<file path="src/rtl/nx_ctrl_pkg.sv">
// Shared types for the multi-mesh simulation sequencer: command ops, FSM states and run modes.
// The optional watchdog is enabled by defining NX_SIM_CTRL_WDOG_EN.
package nx_ctrl_pkg;

    typedef enum logic [1:0] {
        NX_CTRL_NOP  = 2'd0,
        NX_CTRL_RUN  = 2'd1,
        NX_CTRL_STEP = 2'd2,
        NX_CTRL_STOP = 2'd3
    } nx_op_e;

    typedef enum logic [1:0] {
        StStop     = 2'd0,
        StWaitIdle = 2'd1,
        StWaitBusy = 2'd2
    } nx_state_e;

    typedef enum logic {
        ModeRun  = 1'b0,
        ModeStep = 1'b1
    } nx_mode_e;

    function automatic logic nx_is_start(nx_op_e op);
        return (op == NX_CTRL_RUN) || (op == NX_CTRL_STEP);
    endfunction

endpackage

</file>
<file path="src/rtl/nx_ctrl_watchdog.sv">
// Cycle watchdog for nx_sim_ctrl; instantiated only when NX_SIM_CTRL_WDOG_EN is defined.
// A zero limit disables the timeout.
module nx_ctrl_watchdog #(
    parameter int unsigned WDOG_WIDTH = 16
) (
    input  logic                  clk,
    input  logic                  rst_n,
    input  logic                  clear,
    input  logic                  enable,
    input  logic [WDOG_WIDTH-1:0] limit,
    output logic                  timeout
);

    logic [WDOG_WIDTH-1:0] cnt_q, cnt_d;

    always_comb begin
        cnt_d = cnt_q;
        if (clear) begin
            cnt_d = '0;
        end else if (enable) begin
            cnt_d = cnt_q + WDOG_WIDTH'(1);
        end
    end

    always_ff @(posedge clk or negedge rst_n) begin
        if (!rst_n) begin
            cnt_q <= '0;
        end else begin
            cnt_q <= cnt_d;
        end
    end

    // Deliberately independent of clear to avoid a loop through the trigger decision.
    assign timeout = enable && (limit != '0) && (cnt_q == limit);

endmodule

</file>
<file path="src/rtl/nx_sim_ctrl.sv">
// Multi-mesh simulation sequencer: per-mesh trigger pulses, cycle counter, RUN/STEP/STOP control.
// Define NX_SIM_CTRL_WDOG_EN to add the stall watchdog (error_o); otherwise error_o is tied low.
module nx_sim_ctrl
    import nx_ctrl_pkg::*;
#(
    parameter int unsigned MESHES        = 4,
    parameter int unsigned COUNTER_WIDTH = 32,
    parameter int unsigned WDOG_WIDTH    = 16
) (
    input  logic                     clk_i,
    input  logic                     rst_i,
    input  logic                     cmd_valid_i,
    input  logic [1:0]               cmd_op_i,
    input  logic [COUNTER_WIDTH-1:0] cmd_count_i,
    input  logic [MESHES-1:0]        cmd_mask_i,
    input  logic [WDOG_WIDTH-1:0]    wdog_limit_i,
    input  logic [MESHES-1:0]        idle_i,
    output logic [MESHES-1:0]        trigger_o,
    output logic [COUNTER_WIDTH-1:0] counter_o,
    output logic                     running_o,
    output logic                     done_o,
    output logic                     wrap_o,
    output logic                     error_o
);

    nx_state_e state_q, state_d;
    nx_mode_e  mode_q, mode_d;

    logic [MESHES-1:0]        mask_q, mask_d;
    logic [COUNTER_WIDTH-1:0] remaining_q, remaining_d;
    logic [COUNTER_WIDTH-1:0] counter_q, counter_d;
    logic [MESHES-1:0]        trigger_q, trigger_d;
    logic                     stop_pend_q, stop_pend_d;
    logic                     wrap_q, wrap_d;
    logic                     done_q, done_d;

    nx_op_e op;
    logic   all_idle;
    logic   start_ok;
    logic   accept;
    logic   stop_req;
    logic   drain;
    logic   fire;
    logic   finish;
    logic   timeout;

    assign op       = nx_op_e'(cmd_op_i);
    // Unmasked meshes never hold the sequencer back.
    assign all_idle = &(idle_i | ~mask_q);
    assign start_ok = cmd_valid_i && nx_is_start(op) && (cmd_mask_i != '0) &&
                      ((op == NX_CTRL_RUN) || (cmd_count_i != '0));
    assign accept   = (state_q == StStop) && start_ok;
    assign stop_req = cmd_valid_i && (op == NX_CTRL_STOP) && (state_q != StStop);
    assign drain    = stop_pend_q || ((mode_q == ModeStep) && (remaining_q == '0));

`ifdef NX_SIM_CTRL_WDOG_EN
    logic wdog_clear;
    logic wdog_enable;
    logic error_q, error_d;

    assign wdog_clear  = fire || accept;
    assign wdog_enable = (state_q != StStop);

    nx_ctrl_watchdog #(
        .WDOG_WIDTH(WDOG_WIDTH)
    ) u_wdog (
        .clk    (clk_i),
        .rst_n  (rst_i),
        .clear  (wdog_clear),
        .enable (wdog_enable),
        .limit  (wdog_limit_i),
        .timeout(timeout)
    );

    always_comb begin
        error_d = error_q;
        if (timeout) begin
            error_d = 1'b1;
        end else if (accept) begin
            error_d = 1'b0;
        end
    end

    always_ff @(posedge clk_i or negedge rst_i) begin
        if (!rst_i) begin
            error_q <= 1'b0;
        end else begin
            error_q <= error_d;
        end
    end

    assign error_o = error_q;
`else
    logic unused_wdog_limit;

    assign unused_wdog_limit = ^wdog_limit_i;
    assign timeout           = 1'b0;
    assign error_o           = 1'b0;
`endif

    // State register.
    always_ff @(posedge clk_i or negedge rst_i) begin
        if (!rst_i) begin
            state_q <= StStop;
        end else begin
            state_q <= state_d;
        end
    end

    // Next-state logic; also decides the per-cycle fire/finish events.
    always_comb begin
        state_d = state_q;
        fire    = 1'b0;
        finish  = 1'b0;
        unique case (state_q)
            StStop: begin
                if (accept) begin
                    state_d = StWaitIdle;
                end
            end
            StWaitIdle: begin
                if (timeout || (all_idle && drain)) begin
                    finish  = 1'b1;
                    state_d = StStop;
                end else if (all_idle) begin
                    fire    = 1'b1;
                    state_d = StWaitBusy;
                end
            end
            StWaitBusy: begin
                if (timeout) begin
                    finish  = 1'b1;
                    state_d = StStop;
                end else if (!all_idle) begin
                    state_d = StWaitIdle;
                end
            end
            default: state_d = StStop;
        endcase
    end

    // Datapath and output next values.
    always_comb begin
        mask_d      = mask_q;
        mode_d      = mode_q;
        remaining_d = remaining_q;
        counter_d   = counter_q;
        wrap_d      = wrap_q;
        stop_pend_d = stop_pend_q;
        trigger_d   = '0;
        done_d      = finish;

        if (accept) begin
            mask_d      = cmd_mask_i;
            mode_d      = (op == NX_CTRL_STEP) ? ModeStep : ModeRun;
            remaining_d = (op == NX_CTRL_STEP) ? cmd_count_i : '0;
        end

        if (fire) begin
            trigger_d = mask_q;
            counter_d = counter_q + COUNTER_WIDTH'(1);
            wrap_d    = wrap_q | (&counter_q);
            if (mode_q == ModeStep) begin
                remaining_d = remaining_q - COUNTER_WIDTH'(1);
            end
        end

        if (finish) begin
            stop_pend_d = 1'b0;
        end else if (stop_req) begin
            stop_pend_d = 1'b1;
        end
    end

    always_ff @(posedge clk_i or negedge rst_i) begin
        if (!rst_i) begin
            mode_q      <= ModeRun;
            mask_q      <= '0;
            remaining_q <= '0;
            counter_q   <= '0;
            wrap_q      <= 1'b0;
            stop_pend_q <= 1'b0;
            trigger_q   <= '0;
            done_q      <= 1'b0;
        end else begin
            mode_q      <= mode_d;
            mask_q      <= mask_d;
            remaining_q <= remaining_d;
            counter_q   <= counter_d;
            wrap_q      <= wrap_d;
            stop_pend_q <= stop_pend_d;
            trigger_q   <= trigger_d;
            done_q      <= done_d;
        end
    end

    assign trigger_o = trigger_q;
    assign counter_o = counter_q;
    assign running_o = (state_q != StStop);
    assign done_o    = done_q;
    assign wrap_o    = wrap_q;

endmodule

</file>
<file path="config.mk">
export PLATFORM = sky130hd
export DESIGN_NAME = nx_sim_ctrl
export DESIGN_NICKNAME = d
export VERILOG_FILES = /design/src/rtl/nx_ctrl_pkg.sv /design/src/rtl/nx_ctrl_watchdog.sv /design/src/rtl/nx_sim_ctrl.sv
export SDC_FILE = /design/constraint.sdc
export NUM_CORES = 1
export LEC_CHECK = 0
export CORE_ASPECT_RATIO = 0.75
export CORE_MARGIN = 2
export CORE_UTILIZATION = 55
export DETAILED_ROUTE_END_ITERATION = 16
export GPL_ROUTABILITY_DRIVEN = 1
export GPL_TIMING_DRIVEN = 0
export PLACE_DENSITY_LB_ADDON = 0.08
export SLEW_MARGIN = 20
export SYNTH_ARGS = -nofsm -noshare
export SYNTH_HDL_FRONTEND = slang
export SYNTH_SLANG_ARGS = --single-unit
</file>
<file path="constraint.sdc">
create_clock -name clk_i -period 6.09 [get_ports clk_i]
set_input_delay 1.5225 -clock clk_i [delete_from_list [all_inputs] [get_ports clk_i]]
set_output_delay 1.5225 -clock clk_i [all_outputs]
set_load 0.1 [all_outputs]
</file>
==> summary.md, run 1 <==
After synthesis the netlist holds a flip-flop and latch count of 78. For this run, the total global-route usage over all layers was measured as 30.8%. The total of hold buffers inserted after clock tree synthesis is 0, and the count of clock tree sinks is 78. The tools report the number of levels in the clock H-tree as 3. Once the floorplan was initialized, standard cells occupied 56.5% of the core. For the total negative setup slack, the log shows 0 ps. The number of clock buffers added by TritonCTS is 9. The area of the mapped netlist came out at 0.00445 sq mm.

The final layout contains 621 nets. Including well taps, the total number of placed cells is 649. After clock tree synthesis, the clock-pin slew on the worst setup and hold paths is 90 ps.

The largest family of logic cells by synthesized area is simple AND/OR/NAND/NOR gates. On the final layout, the worst clock skew is 13.9 ps. Across all register-to-register paths, the minimum setup slack is 3310 ps. The multiplexer area fraction after synthesis was 1.52%.

For this design the ratio of total power to cell area is 377 mW/mm^2. The number of antenna violations at the first check in global routing was 0. The clock period minus worst slack works out to 4100 ps. The tools report the library cell used as clock root buffer as sky130_fd_sc_hd__clkbuf_8. For the pin with the worst max-slew slack, the measured transition is 977 ps.

The worst register-to-register path begins at remaining_q[0]. The run finished with clean final reports. Final weighted congestion in routability-driven placement: 0.981. The average instance in the mapped netlist occupies 9.68 sq um. The tools report the worst setup path startpoint as cmd_count_i[27].

The number of standard cells in the layout, taps in and fillers out is 665. The setup path with the least slack is of type in -> reg. The count of input and output buffers is 83. The post-CTS setup buffer count was 0; the number of enable flip-flop cells after synthesis was 0. The placed instances occupy a cell area of 0.00544 sq mm. In this run the tightest slew margin relative to its limit is 34.6%. The library cells used most frequently in the layout, excluding fill and tap cells, are sky130_fd_sc_hd__clkdlybuf4s50_1, sky130_fd_sc_hd__dfrtp_1, sky130_fd_sc_hd__a21oi_1.

TritonCTS built the clock tree. Vertical die dimension: 81.9 microns. Of the total synthesized cell area, the portion taken by AND, OR, NAND and NOR gates is 24.5%.

Summing over every cut layer, the via total after detailed routing is 4096. The final layout contains routed wiring with a total length of 12900 microns. The detailed router finished its first iteration with 347 violations. The logs give 9460 microns for the HPWL reported at the end of detailed placement and 3828 for the via count of the first global-routing pass.

In the final routed layout, each cell accounts on average for 19.4 microns. The tools report the unique cell type count in the Yosys netlist as 58. The run gives 2 as the maximum clock path buffer count.

For the final count of hold timing violations, the log shows 0. Setup repair after global routing left no endpoint under its margin. For this run, the top clock speed supported by timing is 0.244 GHz. Summing the areas of all compound-gate instances in the mapped netlist gives 18.2% of the synthesized area. The number of fill cells in the layout was 612. Counting every net in the synthesized netlist gives 526. The critical path endpoint category was a flip-flop. The required arrival time at the worst endpoint was 6350 ps. Number of cells on the worst reg-to-reg path: 10. Most utilized layer in the global route result: met1. In the routed design, unresolved DRC markers number 0. The tools report the startpoint of the worst hold path as wrap_o. The number of antenna diodes in the final layout is 0.

In this run the critical register-to-register path is captured at remaining_q[4]. For met2 alone, demand over resource in global routing was 44.6%. The library cell used most frequently in the layout, excluding fill and tap cells, is sky130_fd_sc_hd__clkdlybuf4s50_1.

The xor and xnor fraction of the mapped netlist area works out to 6.30%. The tools report the hold path endpoint as wrap_o. The total iterations of the first detailed-routing run was 6; the floorplan die width was 108 microns.

The row count is 28, and the worst-case vdd ir drop is 0.297 mV. For the sequential fraction of the synthesis area, the log shows 43.8%. The data arrival time of the critical path is 4360 ps. The number of resized instances in the post-cts repair step came out at 0.

The logs give 101 for the number of primary I/O pins and 46.3% for the met1 track demand over resource. For this run, global-route usage on met3 was measured as 7.06%. Setup violations remaining at the end of the flow were counted as 0. In the routed layout, each cell is associated on average with a via count of 6.16. The commonest register cell after synthesis was sky130_fd_sc_hd__dfrtp_1. For the gate count after technology mapping, the log shows 460. The run gives 0.00562 sq mm as the final instance area. The first global-routing pass estimated 20600 microns of wire. The startpoint class of the critical path is a primary input. The synthesized netlist devotes 1.41% of its cell area to adder and majority cells. The later pin in the worst-skew pair is clocked with a latency of 360 ps.

The proportion of synthesized flip-flops having asynchronous set or reset works out to 100%. Of all nets on the critical path, the largest fanout is 10. Entering global routing, the biggest net connects 55 pins.

Type of the worst min-delay path: reg -> reg. The proportion of layout cells with a drive suffix above 1 works out to 10.4%. Once detail routing completed, the nets flagged for antenna violations numbered 0. Across the run, the number of max-cap violations was 0. For the final design utilization, the log shows 71.3%.

The number of warnings issued by yosys came out at 0. The floorplan step defined a core boundary enclosing 0.00788 sq mm. Dividing the final minimum period by the clock period gives 67.3%.

The analysis attributes to cell leakage a power of 2.24 nW. The total overflow left after global routing is 0. The number of max-slew violations in the final report is 0, and the synthesis-to-layout area growth is 26.3%. The overall die area is 0.00884 sq mm. Worst hold path depth: 1.
## final cells by class
class                   instances  area [sq um]  area share [%]
repair buffers                 84           856            15.2
well taps                     105           131            2.34
inverters                      13          48.8           0.868
multi-input cells             344          2320            41.2
clock buffers                  10           138            2.45
clock inverters                 6          45.0           0.801
plain buffers                  25           134            2.38
flip-flops and latches         78          1950            34.7
## metrics by stage
stage / setup WS, ps / hold slack, ps / total power, mW
2_1_floorplan: 2760 / 469 / 1.47
3_3_place_gp: 745 / 455 / 1.71
3_5_place_dp: 1750 / 468 / 1.74
4_1_cts: 2110 / 493 / 2.11
5_1_grt: 1780 / 507 / 2.24
6_report: 1990 / 493 / 2.12
## Yosys cell counts (10+ instances only)
cell type / number / area share, %
sky130_fd_sc_hd__dfrtp_1: 78 / 44
sky130_fd_sc_hd__a21oi_1: 48 / 5.4
sky130_fd_sc_hd__nand3_1: 27 / 3.0
sky130_fd_sc_hd__nor3_1: 26 / 2.9
sky130_fd_sc_hd__nor2_1: 24 / 2.0
sky130_fd_sc_hd__xnor2_1: 23 / 4.5
sky130_fd_sc_hd__and3_1: 17 / 2.4
sky130_fd_sc_hd__nor4_1: 16 / 2.2
sky130_fd_sc_hd__o21a_1: 16 / 2.7
sky130_fd_sc_hd__nand2_1: 15 / 1.3
sky130_fd_sc_hd__nand4_1: 14 / 2.0
sky130_fd_sc_hd__inv_1: 13 / 1.1
sky130_fd_sc_hd__clkbuf_1: 12 / 1.0
sky130_fd_sc_hd__or3_1: 11 / 1.5
sky130_fd_sc_hd__a211oi_1: 10 / 1.7
## flip-flops by register name (all words and copies together), names as in the netlist
register     count
remaining_q     32
mode_q           1
done_o           1
stop_pend_q      1
counter_o       32
wrap_o           1
trigger_o        4
state_q          2
mask_q           4
## routing by layer
metal  share of wire (%)  up-vias
li1                    -     1910
met1                  46     1968
met2                  43      202
met3                 9.2       16
met4                 1.1        0
met5                   0        -
## worst max-delay path by stage
| stage | to | slack (ps) |
|---|---|---|
| 2_1_floorplan | remaining_q[20] | 2760 |
| 3_3_place_gp | counter_o[26] | 750 |
| 3_5_place_dp | remaining_q[20] | 1750 |
| 4_1_cts | remaining_q[20] | 2110 |
| 5_1_grt | remaining_q[17] | 1780 |
| 6_report | remaining_q[20] | 1990 |
## kinds of logic after synthesis
family,after synthesis
AO/OA/AOI/OAI,114
XOR/XNOR,32
adder cells (fa/ha/maj),5
buffers and inverters,38
flip-flops,78
multiplexers,6
other,1
AND/OR/NAND/NOR,186
## worst max-delay path, stage by stage
cell	delay, ps
sky130_fd_sc_hd__clkdlybuf4s50_1	440
sky130_fd_sc_hd__nor4_1	570
sky130_fd_sc_hd__nand4_1	250
sky130_fd_sc_hd__o31ai_4	380
sky130_fd_sc_hd__buf_2	310
sky130_fd_sc_hd__buf_1	520
sky130_fd_sc_hd__a21oi_1	120
sky130_fd_sc_hd__a311oi_2	240
## report_power, final
group	internal, mW	switching [mW]
combinational	0.329	0.540
clock	0.160	0.206
sequential	0.673	0.211
Note: power is estimated with default switching activity, not from simulation.
==> inputs of run 2 (changes only) <==
Settings changed: CORE_UTILIZATION 55 to 51.
Clock period 6.09 ns to 3.88 ns, I/O delays scaled along.
==> summary.md, run 2 (synthesis results as in run 1) <==
The sum of routed wire length over all layers was 13100 microns. In this run the clock root is driven by a sky130_fd_sc_hd__clkbuf_16. The max-capacitance violation count is 0. The library cell used most frequently in the layout, excluding fill and tap cells, is sky130_fd_sc_hd__clkdlybuf4s50_1. After global routing the overflow that remains totals 0.

The number of primary I/O pins is 101, and the count of final setup violators is 0. Setup repair after global routing left no endpoint under its margin. STA classifies the critical path endpoint as a flip-flop. The clock tree synthesis step divided the H-tree into 3 levels. The logs give 29 for the row count and 466 ps for the worst hold-check slack.

The path class of the tightest hold or removal check is reg -> reg. The highest cell delay on the worst timing path is 550 ps, and the worst-case vdd ir drop is 0.527 mV. The clock period minus worst slack was 3550 ps; the final count of hold timing violations was 0. For this design the static power due to leakage is 2.32 nW.

Post-CTS setup buffer count: 0. The number of fill cells in the layout is 680, and the required arrival time at the worst endpoint is 4130 ps. Counting every sink on the clock net gives 78. The run gives 4044 as the via count of the first global-routing pass. The wire-length estimate of the detail-placed layout is 9580 microns. For this run, the post-layout net count is 621.

The flow ran to the end, and the final reports show no timing, DRC or antenna violations. The tools report the startpoint class of the critical path as a primary input. The run gives 5 as the total iterations of the first detailed-routing run. Dividing the detail-routed wire length by the instance count gives 19.6 microns. The die is 84.9 microns tall.

The number of gates resized after CTS was 0. The number of antenna repair diodes came out at 0. For this run, the share of the core covered by cells in the final layout is 68.4%. The tools report the initial standard-cell utilization of the core as 52.7%.

The run gives 0 as the post-detailed-route DRC marker count. The power per standard cell area is 640 mW/mm^2, and the core footprint is 0.00845 sq mm. The remaining number of nets flagged by the antenna check after routing was 0. The maximum fanout along the worst path was 10.

Across the whole layout, storage elements account for 0.00195 sq mm. Clock-pin slew was measured on the worst setup and hold paths at 60 ps. At the worst endpoint, the arrival time is 3800 ps. The number of antenna violations at the first check in global routing was 0. The slowest stage of the critical path belongs to the cell sky130_fd_sc_hd__nor4_1. For the final database, setup skew stands at 8.12 ps. TritonCTS built the clock tree.

The proportion of layout cells with a drive suffix above 1 is 10.4%, and the global-route wire length before repair is 21400 microns. The actual slew at the worst max-slew pin is 986 ps, and the count of input and output buffers is 83. The tools report the global routing usage summed across all routing layers as 28.5%. The longest clock path from root to sink contains 2 buffers. The type of the worst setup path was in -> reg.

For the total area of multi-input combinational cells, the log shows 0.00232 sq mm. The remaining max-slew budget at the tightest pin was 34.1%; the period utilization was 91.6%. In this run, the number of DRC markers left after iteration 0 of detailed routing was 432. The logs give 0.997 for the final weighted congestion in routability-driven placement and 0.00950 sq mm for the overall die area. The placed cell area was 0.00544 sq mm; the achievable clock frequency was 0.281 GHz. Detailed routing inserted a total of 4157 vias. The routed via count divided by cell count came out at 6.22.

From left edge to right edge, the die measures 112 microns. Buffers inserted during clock tree synthesis total 9. The post-layout total power was 3.70 mW.

For the final instance area, the log shows 0.00578 sq mm. The library cells used most frequently in the layout, excluding fill and tap cells, are sky130_fd_sc_hd__clkdlybuf4s50_1, sky130_fd_sc_hd__dfrtp_1, sky130_fd_sc_hd__a21oi_1. The later pin in the worst-skew pair is clocked with a latency of 340 ps.

For the total of hold buffers inserted after clock tree synthesis, the log shows 0. The maximum number of pins on one net before global-route repair is 43. Traced cell by cell, the critical path runs through clkdlybuf4s50_1 -> nor4_1 -> nand4_1 -> o31ai_4 -> buf_2 -> buf_1 -> a21oi_1 -> a211oi_1.

The logs give 0 for the number of max-slew violations in the final report and 0 ps for the total negative setup slack. The area growth from synthesis to layout is 29.8%.
[run 2: cell types whose count changed in the layout (fill, tap and decap cells not counted), sizes merged]
| cell | delta |
|---|---|
| clkinvlp | -3 |
| inv | -1 |
| clkbuf | +2 |
| bufinv | +2 |
[run 2: cell type report]
type | count | area share, %
plain buffers | 25 | 2.32
clock buffers | 12 | 4.61
clock inverters | 4 | 1.34
inverters | 13 | 0.844
multi-input cells | 344 | 40.1
flip-flops and latches | 78 | 33.8
well taps | 108 | 2.34
repair buffers | 84 | 14.7
[run 2: final timing paths]
| kind | startpoint | endpoint | slack, ps | cells past startpoint |
|---|---|---|---|---|
| worst max-delay path | cmd_count_i[28] | remaining_q[23] | 330 | 8 |
| worst min-delay path | wrap_o | wrap_o | 470 | 1 |
| worst max register to register | remaining_q[0] | remaining_q[18] | 1150 | 8 |
| worst min register to register | wrap_o | wrap_o | 470 | 1 |
| max in group asynchronous | rst_i | remaining_q[25] | 2680 | 2 |
| min in group asynchronous | rst_i | remaining_q[6] | 600 | 1 |
[run 2: per-stage QoR]
step,instances,worst slack (ps)
2_1_floorplan,460,1100
3_3_place_gp,651,-1010
3_5_place_dp,652,72.7
4_1_cts,668,386
5_1_grt,668,186
6_report,668,327
[run 2: where the power goes]
group          internal (mW)  switching (mW)
Clock                  0.618           0.341
Combinational          0.514           0.844
Sequential              1.06           0.324
Total                   2.19            1.51
[run 2: critical path, delay by kind of cell]
family	cells	cell delay [ps]
compound gates	3	750
simple gates	2	800
buf+inv	3	1290
[run 2: routing by layer]
layer	vias up	track usage, %	wire [microns]
met1	2006	41.4	5870
met2	221	41.1	5660
met3	18	10.1	1430
li1	1912	-	-
met4	0	6.73	138
met5	-	0	0
==> inputs of run 3 (changes only) <==
Settings changed: CORE_UTILIZATION 51 to 55, TNS_END_PERCENT set to 20.
Clock period 3.88 ns to 4.3 ns, I/O delays scaled along.
==> results of run 3 <==
Same layout as run 1 (identical final DEF). Status: finished, final reports clean.
Main changes from that run: setup slack after placement 1750 ps -> 403 ps; setup slack after layout 1990 ps -> 648 ps; register-to-register setup slack 3310 ps -> 1520 ps; total power 2.12 mW -> 3.00 mW; worst IR drop on VDD 0.297 mV -> 0.421 mV
==> patch: new RTL, settings of run 2 <==
Remove the register `done_q`: a continuous assignment takes its place, so the output `done_o` follows one clock earlier.
--- a/src/rtl/nx_sim_ctrl.sv
+++ b/src/rtl/nx_sim_ctrl.sv
@@ -181,7 +181,6 @@
             wrap_q      <= 1'b0;
             stop_pend_q <= 1'b0;
             trigger_q   <= '0;
-            done_q      <= 1'b0;
         end else begin
             mode_q      <= mode_d;
             mask_q      <= mask_d;
@@ -190,9 +189,10 @@
             wrap_q      <= wrap_d;
             stop_pend_q <= stop_pend_d;
             trigger_q   <= trigger_d;
-            done_q      <= done_d;
-        end
-    end
+        end
+    end
+
+    assign done_q = done_d;
 
     assign trigger_o = trigger_q;
     assign counter_o = counter_q;
Behaviour: not the same (a bounded check fails within 4 cycles, from zero or initial values and one cycle with rst_i low).
==> patch against run 2 <==
Wire length fell by 0.66%. Area after synthesis shrank 0.62%. Clock power decreased by 5.4%. Worst setup slack worse by 180 ps. Sequential cell count fell by 1. Design area decreased by 0.54%. Total power is 5.9% lower. Core utilization down 0.37 points. Non-clock buffer count grew 4. Global-route usage is 0.59 points lower. Clock skew fell by 2.2 ps. Synthesized cell count grew 6.1%.
==> patch: results (changes against run 2) <==
fin_nets: 650  # +4.7%
cts.clk_slew.worst_paths_ps: 60  # about the same
hpwl_mm: 9.515  # -0.70%
slew_headroom: 0.3322  # -0.008658
status: "completed"
ys.flop_type: "dfrtp_1"
yosysSeqAreaShare: 0.4355  # -0.002928
grt.total_usage: 0.2789  # -0.005893
synth_cells: 488  # +6.1%
met1Wirelength_mm: 6.039  # +2.8%
wl_met3_mm: 1.339  # -6.0%
synth_cell_types: 57  # -1.7%
cp-startpoint: "remaining_q[0]$_DFF_PN0_"
wirelength_mm: 13.01  # -0.66%
portBuffers: 83  # unchanged
slowest_stage: "or3b_1"
arrival_ps: 2760  # -1040 ps
holdCritStartpoint: "wrap_o$_DFFE_PN0P_"
drv_cap: 0  # unchanged
postCtsHoldBufs: 0  # unchanged
n_antenna_cell: 0  # unchanged
grt_max_degree: 43  # unchanged
layout-drive-gt1-share: 0.08503  # -0.01854
powerDensity_mw_per_mm2: 605.8  # -5.4%
drtIter0Drc: 434  # +0.46%
hp-class: "flop to flop"
syn_nets: 554  # +5.3%
final_cell_count_no_fill: 696  # +4.2%
final.setup_skew_ps: 5.942  # -2.175 ps
grt_pass1_wl_mm: 20.70  # -3.2%
nFillCells: 683  # +0.44%
top_layer_used: "met4"
slowest_delay_ps: 490  # -60 ps
route.met2.wl_mm: 5.427  # -4.2%
grt_pass1_vias: 3991  # -1.3%
clk_latency_ps: 340  # about the same
vias_per_cell: 6.151  # -1.2%
rr_startpoint: "state_q[0]$_DFFE_PN0P_"
path_max_fanout: 10  # unchanged
cts.htree.levels: 3  # unchanged
clock_tree.root_cell: "clkbuf_16"
place_congestion: 0.9396  # -5.8%
antenna_found_initial: 0  # unchanged
synth_async_sr_flop_share: 1.000  # unchanged
dp.cells: 680  # +4.3%
leakage_uw: 0.002429  # +4.7%
max-vdd-ir-drop_uv: 381.3  # -28%
dr.pass1.iters: 5  # unchanged
synth_area_leaders: "dfrtp_1, a21oi_1, nand2_1"
synth_common_cells: "dfrtp_1, nand2_1, a21oi_1"
clockBufferDepth: 2  # unchanged
synth_warnings: 0  # unchanged
## patch: layout make-up
class	count	area share
clock inverter	4	0.01263
buffer	28	0.02852
sequential	77	0.3352
multi-input combinational	368	0.3983
clock buffer	11	0.04223
timing repair buffer	85	0.1498
inverter	15	0.009795
tap	108	0.02351
## patch: power breakdown
part           total [µW]  switching, µW  internal [µW]
registers            1330            297           1040
clock network         907            331            576
logic                1240            793            449
## patch: path summary, 6_finish.rpt
check / cells past startpoint / slack (ps) / end
max in group asynchronous: 2 / 2720 / remaining_q[5]$_DFF_PN0_
min in group asynchronous: 1 / 590 / remaining_q[18]$_DFF_PN0_
worst max-delay path: 8 / 150 / done_o
worst min register to register: 1 / 480 / wrap_o$_DFFE_PN0P_
worst max register to register: 8 / 940 / remaining_q[28]$_DFF_PN0_
worst min-delay path: 1 / 480 / wrap_o$_DFFE_PN0P_
## patch: repair_timing
item | 4_1_cts | 5_1_grt
setup endpoints to repair | 1 | 0
hold endpoints to repair | 0 | 0
resized for setup | 6 | 0
buffers inserted | 1 | 0
## patch: cells by family (layout without fill, tap and decap cells)
kind of cell	Yosys count	count (layout)	synth area share
other cells	1	1	0.0008476
mux	1	1	0.002263
fa+ha+maj	5	5	0.01414
flops	77	77	0.4355
xor+xnor	33	33	0.06533
buf+inv	43	143	0.04977
compound gates	120	120	0.1827
simple gates	208	208	0.2494
## patch: stage by stage
stage	setup WS, ps	instance area [µm²]
4_1_cts	152.1	5748
6_report	145.2	5748
5_1_grt	46.66	5748
3_3_place_gp	-952.2	5403
3_5_place_dp	-689.5	5428
2_1_floorplan	179.9	4437
## patch: per-layer routing
metal | GRT usage | vias to the layer above
met5 | 0 | -
met4 | 0.07183 | 0
met3 | 0.07292 | 27
met2 | 0.3991 | 219
met1 | 0.4217 | 2054
li1 | - | 1981
## patch: critical path, delay by kind of cell, from the launching register on
family | cells | cell delay, ps
AO/OA/AOI/OAI | 1 | 230
flip-flops | 1 | 390
buffers and inverters | 3 | 670
AND/OR/NAND/NOR | 3 | 920
adder cells (fa/ha/maj) | 1 | 210
